File: config.mk
export PLATFORM = sky130hd
export DESIGN_NAME = fetch_inst_queue
export DESIGN_NICKNAME = d
export VERILOG_FILES = /design/src/rtl/fetch_inst_queue.sv
export SDC_FILE = /design/constraint.sdc
export NUM_CORES = 1
export LEC_CHECK = 0
export BUFFER_PORTS_ARGS = -buffer_cell sky130_fd_sc_hd__buf_2
export CELL_PAD_IN_SITES_DETAIL_PLACEMENT = 0
export CELL_PAD_IN_SITES_GLOBAL_PLACEMENT = 2
export CORE_MARGIN = 2
export CORE_UTILIZATION = 40
export DETAILED_ROUTE_END_ITERATION = 10
export GPL_TIMING_DRIVEN = 0
export MAX_ROUTING_LAYER = met4
export PLACE_DENSITY = 0.82
export SLEW_MARGIN = 15
export SYNTH_ARGS = -nofsm -noshare
export SYNTH_HDL_FRONTEND = slang
export SYNTH_SLANG_ARGS = --single-unit
export TNS_END_PERCENT = 5
File: constraint.sdc
create_clock -name clock -period 2.4 [get_ports clock]
set_input_delay 0.12 -clock clock [delete_from_list [all_inputs] [get_ports clock]]
set_output_delay 0.12 -clock clock [all_outputs]
set_load 0.005 [all_outputs]
File: src/rtl/fetch_inst_queue.sv
// FWFT (pc+4, instruction) queue between fetch and decode; one-cycle push-to-head latency, no bypass.
// Backpressure: in_ready drops when full; outputs hold while out_valid & !out_ready.
module fetch_inst_queue #(
    parameter int  DATA_W = 32,
    parameter int  DEPTH  = 4,
    localparam int AW     = $clog2(DEPTH)
) (
    input  logic              clock,
    input  logic              reset,
    input  logic              flush,
    input  logic              in_valid,
    output logic              in_ready,
    input  logic [DATA_W-1:0] in_pc4,
    input  logic [DATA_W-1:0] in_inst,
    output logic              out_valid,
    input  logic              out_ready,
    output logic [DATA_W-1:0] out_pc4,
    output logic [DATA_W-1:0] out_inst,
    output logic [AW:0]       count
);

    typedef struct packed {
        logic [DATA_W-1:0] pc4;
        logic [DATA_W-1:0] inst;
    } entry_t;

    localparam logic [AW:0] FULL = (AW+1)'(DEPTH);

    entry_t         mem_q [DEPTH];
    logic [AW-1:0]  wr_ptr_q, wr_ptr_d;
    logic [AW-1:0]  rd_ptr_q, rd_ptr_d;
    logic [AW:0]    cnt_q, cnt_d;
    logic           push, pop;
    logic           wr_en;
    entry_t         head;

    // Handshake flags depend on registered occupancy only.
    assign in_ready  = (cnt_q != FULL);
    assign out_valid = (cnt_q != '0);
    assign count     = cnt_q;
    assign push      = in_valid & in_ready;
    assign pop       = out_valid & out_ready;

    assign head     = mem_q[rd_ptr_q];
    assign out_pc4  = out_valid ? head.pc4  : '0;
    assign out_inst = out_valid ? head.inst : '0;

    always_comb begin
        wr_ptr_d = wr_ptr_q;
        rd_ptr_d = rd_ptr_q;
        cnt_d    = cnt_q;
        wr_en    = 1'b0;
        if (reset || flush) begin
            wr_ptr_d = '0;
            rd_ptr_d = '0;
            cnt_d    = '0;
        end else begin
            if (push) begin
                wr_en    = 1'b1;
                wr_ptr_d = wr_ptr_q + 1'b1;
            end
            if (pop) begin
                rd_ptr_d = rd_ptr_q + 1'b1;
            end
            case ({push, pop})
                2'b10:   cnt_d = cnt_q + 1'b1;
                2'b01:   cnt_d = cnt_q - 1'b1;
                default: cnt_d = cnt_q;
            endcase
        end
    end

    always_ff @(posedge clock) begin
        wr_ptr_q <= wr_ptr_d;
        rd_ptr_q <= rd_ptr_d;
        cnt_q    <= cnt_d;
    end

    // Storage is deliberately unreset; out_valid masks stale contents.
    always_ff @(posedge clock) begin
        if (wr_en) begin
            mem_q[wr_ptr_q] <= '{pc4: in_pc4, inst: in_inst};
        end
    end

endmodule

==> results of run 1 <==
## logic make-up after synthesis
| logic type | Yosys count |
|---|---|
| buffers and inverters | 30 |
| adders and majority gates | 6 |
| xor gates and xnor gates | 4 |
| AOI/OAI and AO/OA | 6 |
| and+or+nand+nor | 83 |
| DFF | 265 |
| muxes | 65 |
## power breakdown
group	switching, mW	internal [mW]	leakage [nW]
clock network	1.65	2.49	0.432
logic	0.246	0.279	1.71
registers	0.0144	5.12	2.39
total	1.91	7.89	4.53
## registers in the layout (all words and copies together) (netlist names), named ones only
signal,flops
rd_ptr_q,2
wr_ptr_q,2
mem_q,256
count,3
## tightest hold or removal path: cells and delay by family
kind                   cells  cell delay, ns
buffers and inverters      2            0.38
AND/OR/NAND/NOR            1            0.09
AO/OA/AOI/OAI              1            0.04
## stage by stage
step | TNS [ns] | utilization | area [um2] | total power, mW | setup slack (ns)
after CTS | -0.0200 | 0.516 | 13000 | 9.94 | -0.0200
after global placement | -73.18 | 0.449 | 11300 | 5.65 | -0.295
after global routing | -0.0692 | 0.516 | 13000 | 10.2 | -0.0692
after floorplan | 0 | - | 10200 | 5.44 | 0.0115
final | 0 | 0.516 | 13000 | 9.80 | 0.0000739
after detailed placement | -0.174 | 0.453 | 11400 | 5.67 | -0.174
## layout make-up
type,instances,area [um2]
tap,330,413
clock buffer,33,698
sequential,265,7880
buffer,22,163
fill,2061,12100
clock inverter,15,179
inverter,7,26.3
timing repair buffer,210,1460
multi-input combinational,164,2160
## cells in the mapped netlist, drive strengths merged (2+ instances only)
master,n
a21oi,2
and2,65
and3,4
buf,14
clkbuf,9
dfxtp,9
edfxtp,256
ha,5
inv,7
mux4,64
nand2,2
nor2,7
o31ai,2
or3,2
xor2,4
## path summary, 6_finish.rpt
kind / to / slack (ns)
max: count[2]$_SDFFE_PP0P_ / 0.00007
min: count[2]$_SDFFE_PP0P_ / 0.16
max reg2reg: count[2]$_SDFFE_PP0P_ / 0.00007
min reg2reg: flip-flop / 0.51
## metal layers
metal | track usage | part of all wire | vias to the layer above
met4 | 0.0403 | 0.021 | 0
met5 | - | 0 | -
li1 | - | - | 2340
met3 | 0.0345 | 0.057 | 36
met1 | 0.194 | 0.43 | 2652
met2 | 0.251 | 0.49 | 136
## placed cells by master, fill, tap and decap left out, drive strengths merged, types with 5 or more instances in the layout
cell type    instances
nor2                 7
inv                  8
dfxtp                9
clkbuf              41
mux4                64
edfxtp             256
clkinv               9
ha                   5
dlygate4sd3         69
buf                155
and2                65
## repair_timing
action,4_1_cts,5_1_grt
pin swaps,3,0
endpoints found under the hold margin,260,0
gates resized for setup,10,10
setup endpoints to repair,51,43
hold buffers,69,0
==> results by group, run 1 <==
Setup path
  • Crit-path cells: or3b_4 > and2_4 > buf_6 > inv_2 > ha_4 > inv_1 > fa_2 > xor2_1 > or3_2 > a21oi_2
  • CP startpoint kind: flip-flop
  • Worst path bufs/invs: 3
  • CP Max Fanout: 7
  • Worst Path Required: 2.85 ns
  • Crit. End Element: flip-flop
  • Crit path depth: 10
  • Reg-to-reg startpoint: count[1]$_SDFFE_PP0P_
  • Max incr delay on CP: 0.42 ns
  • Reg2reg path depth: 10
  • CP max stage cell: or3_2
  • Worst path top cell family by delay: simple AND/OR/NAND/NOR gates
  • Worst setup startpoint: count[1]$_SDFFE_PP0P_
  • CP arrival: 2.85 ns
  • Worst Setup Path Type: reg -> reg

Drt
  • TritonRoute pass-1 iters: 4
  • Via Count: 5164
  • ANT nets after route: 0
  • Drt via density: 4.94
  • Iter 0 DRT Violations: 238
  • WL final: 19600 um
  • Wirelength per Cell: 18.7 um
  • DRC viols: 0

CTS
  • Total clock sinks: 265
  • # Post-CTS Setup Buffers: 0
  • Root Buffer: clkbuf_16
  • CTS tree: built
  • Worst skew pair latency: 0.52 ns
  • TritonCTS Buffers: 27
  • Clock Path Buffers: 3
  • H-tree depth: 1
  • Reg clk slew, reported paths: 0.06 ns

GRT
  • GRT overflow: 0
  • Global-route wire length before repair: 30500 um
  • Largest net degree at the start of global routing: 34
  • Initial antenna violation count: 0
  • Vias in the first global route: 5695
  • All-Layer GR Usage: 0.153

Run status
  • Run status: finished, final reports clean

Yosys
  • Ys Warns: 0
  • Number of synthesized flops with an enable pin: 256
  • Post-Syn Instances: 459
  • Top cells by area, synth: edfxtp_1 (76%), mux4_2 (14%), and2_1 (3.9%), dfxtp_1 (1.8%), buf_6 (0.89%)
  • Post-synth net total: 534
  • Synth Area in Simple Gates: 0.0502
  • Adder-Cell Fraction of Synth Area: 0.00812
  • #FFs+latches synth: 265
  • Sequential fraction of the synthesis area: 0.773
  • Fraction of registers with async set/reset: 0
  • Cell taking the most area after synthesis: edfxtp_1
  • Syn Std Cell Area: 0.0102 mm2
  • Post-Syn Area per Cell: 22.2 um2
  • Yosys cell types: 27
  • Compound-gate portion of the synthesized area: 0.00430
  • Most used DFF post-synth: edfxtp_1
  • Largest family of logic cells by synthesized area: multiplexers
  • XOR/XNOR share of the synthesized area: 0.00344
  • Post-synthesis mux area share: 0.143
  • Post-synth top area share: 0.756

Pwr
  • P_leak: 4.53 nW
  • VDD IR max: 0.616 mV
  • Pwr Density: 756 mW/mm2

Min path
  • Hold Startpoint: flush
  • Worst hold-check path type: in -> reg
  • Hold depth: 4

Layout
  • Nets: 772
  • Layout cells sized above 1: 0.392
  • Syn-to-layout area delta: 27.5%
  • Diode count: 0
  • Finished Layout Cells: 1046

Placed design
  • Placer Congestion: 0.773
  • Placed insts: 930
  • Detail Placement HPWL: 12100 um
  • IO Port Bufs: 137

Timing
  • Minimum clock period: 2.40 ns
  • Setup-failing EPs final: 0
  • RSZ-0062 raised after global routing: true
  • Final Cycle Share: 1.00
  • Final hold vios: 0
  • Hold WS: 0.161 ns
  • Slew Viols, Final: 0
  • Max Fclk: 417 MHz
  • Skew final: 0.0156 ns
  • Least-Margin Pin Slew: 0.567 ns
  • Slew margin rel.: 0.622

Floorplanning
  • # IOs: 138
  • Cell row count: 58
  • DIE AREA: 0.0267 mm2
  • Die height: 163 um
  • Initial Util: 0.405
  • Core box area: 0.0251 mm2
  • Chip width: 163 um

Run
  • Max cap viols: 0
Power figures use the tool's default switching activity.
==> run 2: changes to the inputs <==
--- a/config.mk
+++ b/config.mk
@@ -14,6 +14,7 @@
 export GPL_TIMING_DRIVEN = 0
 export MAX_ROUTING_LAYER = met4
 export PLACE_DENSITY = 0.82
+export RECOVER_POWER = 25
 export SLEW_MARGIN = 15
 export SYNTH_ARGS = -nofsm -noshare
 export SYNTH_HDL_FRONTEND = slang
==> run 2 against run 1 <==
Critical endpoint unchanged. Total power fell by 0.14%. Via count barely moved. Sequential power barely moved. Critical path type unchanged. Critical path depth did not move. Final cell count did not move. Non-clock buffer count did not move. Fmax barely moved. Highest routed layer unchanged. Sequential cell count did not move. Clock-buffer cell count did not move.
==> results by group, run 2 (synthesized netlist as in run 1, its figures left out) <==
Run status
  • Run status: finished, final reports clean

Layout
  • Nets: 772
  • Diode count: 0
  • Finished Layout Cells: 1046
  • Most frequent cells in the layout: edfxtp_1 (256), buf_2 (102), dlygate4sd3_1 (69), mux4_2 (64), and2_1 (64)
  • Max FFs per register: 256
  • Largest Register: mem_q
  • Syn-to-layout area delta: 27.0%
  • Fillers: 2074
  • Layout cells sized above 1: 0.337
  • Most common cell after layout, fill and taps aside: edfxtp_1
  • Design area: 0.0129 mm2

GRT
  • Global-route wire length before repair: 30500 um
  • All-Layer GR Usage: 0.153
  • GRT overflow: 0
  • Vias in the first global route: 5695
  • Initial antenna violation count: 0
  • Largest net degree at the start of global routing: 34

Drt
  • TritonRoute pass-1 iters: 4
  • Drt via density: 4.93
  • Via Count: 5159
  • ANT nets after route: 0
  • WL final: 19500 um
  • DRC viols: 0
  • Iter 0 DRT Violations: 233
  • Wirelength per Cell: 18.7 um

Timing
  • Minimum clock period: 2.40 ns
  • Slew Viols, Final: 0
  • Skew final: 0.0153 ns
  • Final hold vios: 0
  • Least-Margin Pin Slew: 0.565 ns
  • Setup-failing EPs final: 0
  • Slew margin rel.: 0.624
  • Final Cycle Share: 1.00
  • RSZ-0062 raised after global routing: true
  • Max Fclk: 417 MHz

Setup path
  • CP Max Fanout: 7
  • CP startpoint kind: flip-flop
  • Max incr delay on CP: 0.42 ns
  • Crit. End Element: flip-flop
  • Worst setup startpoint: count[1]$_SDFFE_PP0P_
  • CP max stage cell: or3_2
  • Reg-to-reg startpoint: count[1]$_SDFFE_PP0P_
  • Reg2reg path depth: 10
  • Worst Setup Path Type: reg -> reg
  • Crit-path cells: or3b_4 > and2_4 > buf_6 > inv_2 > ha_4 > inv_1 > fa_2 > xor2_1 > or3_2 > a21oi_2
  • Worst Path Required: 2.85 ns
  • Timing endpoint of the critical path: count[2]$_SDFFE_PP0P_
  • Worst R2R End: count[2]$_SDFFE_PP0P_
  • CP arrival: 2.85 ns
  • Reg2reg setup slack: 0.0002 ns

CTS
  • Clock Path Buffers: 3
  • Root Buffer: clkbuf_16
  • TritonCTS Buffers: 27
  • H-tree depth: 1
  • Reg clk slew, reported paths: 0.06 ns
  • Worst skew pair latency: 0.52 ns
  • CTS tree: built
  • Total clock sinks: 265

Floorplanning
  • Cell row count: 58
  • Core box area: 0.0251 mm2
  • DIE AREA: 0.0267 mm2
  • Die height: 163 um
  • # IOs: 138
  • Chip width: 163 um
  • Initial Util: 0.405

Pwr
  • VDD IR max: 0.614 mV
  • P_leak: 4.42 nW
  • Total power: 9.79 mW
  • Pwr Density: 758 mW/mm2

Placed design
  • Placed insts: 930
  • Dpl cell area: 0.0114 mm2
  • Detail Placement HPWL: 12100 um
  • Placer Congestion: 0.773
  • IO Port Bufs: 137

Run
  • Max cap viols: 0

Min path
  • Worst hold-check path type: in -> reg
run 2: cell count changes in the layout (fill, tap and decap cells not counted), sizes merged:
cell / previous run / this run
clkbuf: 41 / 81
buf: 155 / 115
run 2: cell type report:
| class | count | area [um2] | share of cell area |
|---|---|---|---|
| clock inverter | 15 | 179 | 0.0138 |
| timing repair buffer | 210 | 1410 | 0.109 |
| buffer | 22 | 163 | 0.0126 |
| tap | 330 | 413 | 0.0320 |
| multi-input combinational | 164 | 2160 | 0.167 |
| clock buffer | 33 | 698 | 0.0540 |
| inverter | 7 | 26.3 | 0.00203 |
| sequential | 265 | 7880 | 0.610 |
run 2: through the flow:
step / util / hold WS (ns) / setup slack, ns / setup TNS (ns)
finish: 0.515 / 0.159 / 0.000216 / 0
global route: 0.515 / 0.176 / -0.0692 / -0.0692
CTS: 0.516 / 0.137 / -0.0200 / -0.0200
detailed placement: 0.453 / 0.335 / -0.174 / -0.174
global placement: 0.449 / 0.331 / -0.295 / -73.18
floorplan: - / 0.219 / 0.0115 / 0
run 2: routing by layer:
layer	share of wire	track usage	vias to the layer above
met4	0.021	0.0403	0
met2	0.50	0.251	138
li1	-	-	2339
met5	0	-	-
met3	0.060	0.0345	37
met1	0.42	0.194	2645
run 2: worst max-delay path, delay by kind of cell, from the launching register on:
family / cells / cell delay, ns
adder cells (fa/ha/maj): 2 / 0.46
flip-flops: 1 / 0.35
buffers and inverters: 3 / 0.24
AO/OA/AOI/OAI: 1 / 0.12
XOR/XNOR: 1 / 0.16
AND/OR/NAND/NOR: 3 / 1.00
run 2: timing repair:
item,CTS,global route
gates resized for setup,10,10
hold buffers,69,0
pin swaps,3,0
buffers inserted,0,0
setup endpoints to repair,51,43
hold endpoints to repair,260,0
run 2: worst min path at each step:
stage / cells after the start / end / startpoint
finish: 4 / count[2]$_SDFFE_PP0P_ / flush
global route: 4 / count[2]$_SDFFE_PP0P_ / flush
CTS: 4 / count[2]$_SDFFE_PP0P_ / flush
detailed placement: 1 / mem_q[0][8]$_DFFE_PP_ / in_inst[8]
global placement: 1 / mem_q[1][26]$_DFFE_PP_ / in_inst[26]
floorplan: 0 / mem_q[0][0]$_DFFE_PP_ / in_inst[0]
run 2: where the power goes:
group / leakage [nW] / internal (mW) / switching (mW) / total [mW]
clock: 0.432 / 2.49 / 1.64 / 4.14
sequential: 2.39 / 5.12 / 0.0144 / 5.14
combinational: 1.60 / 0.269 / 0.247 / 0.516
total: 4.42 / 7.88 / 1.91 / 9.79
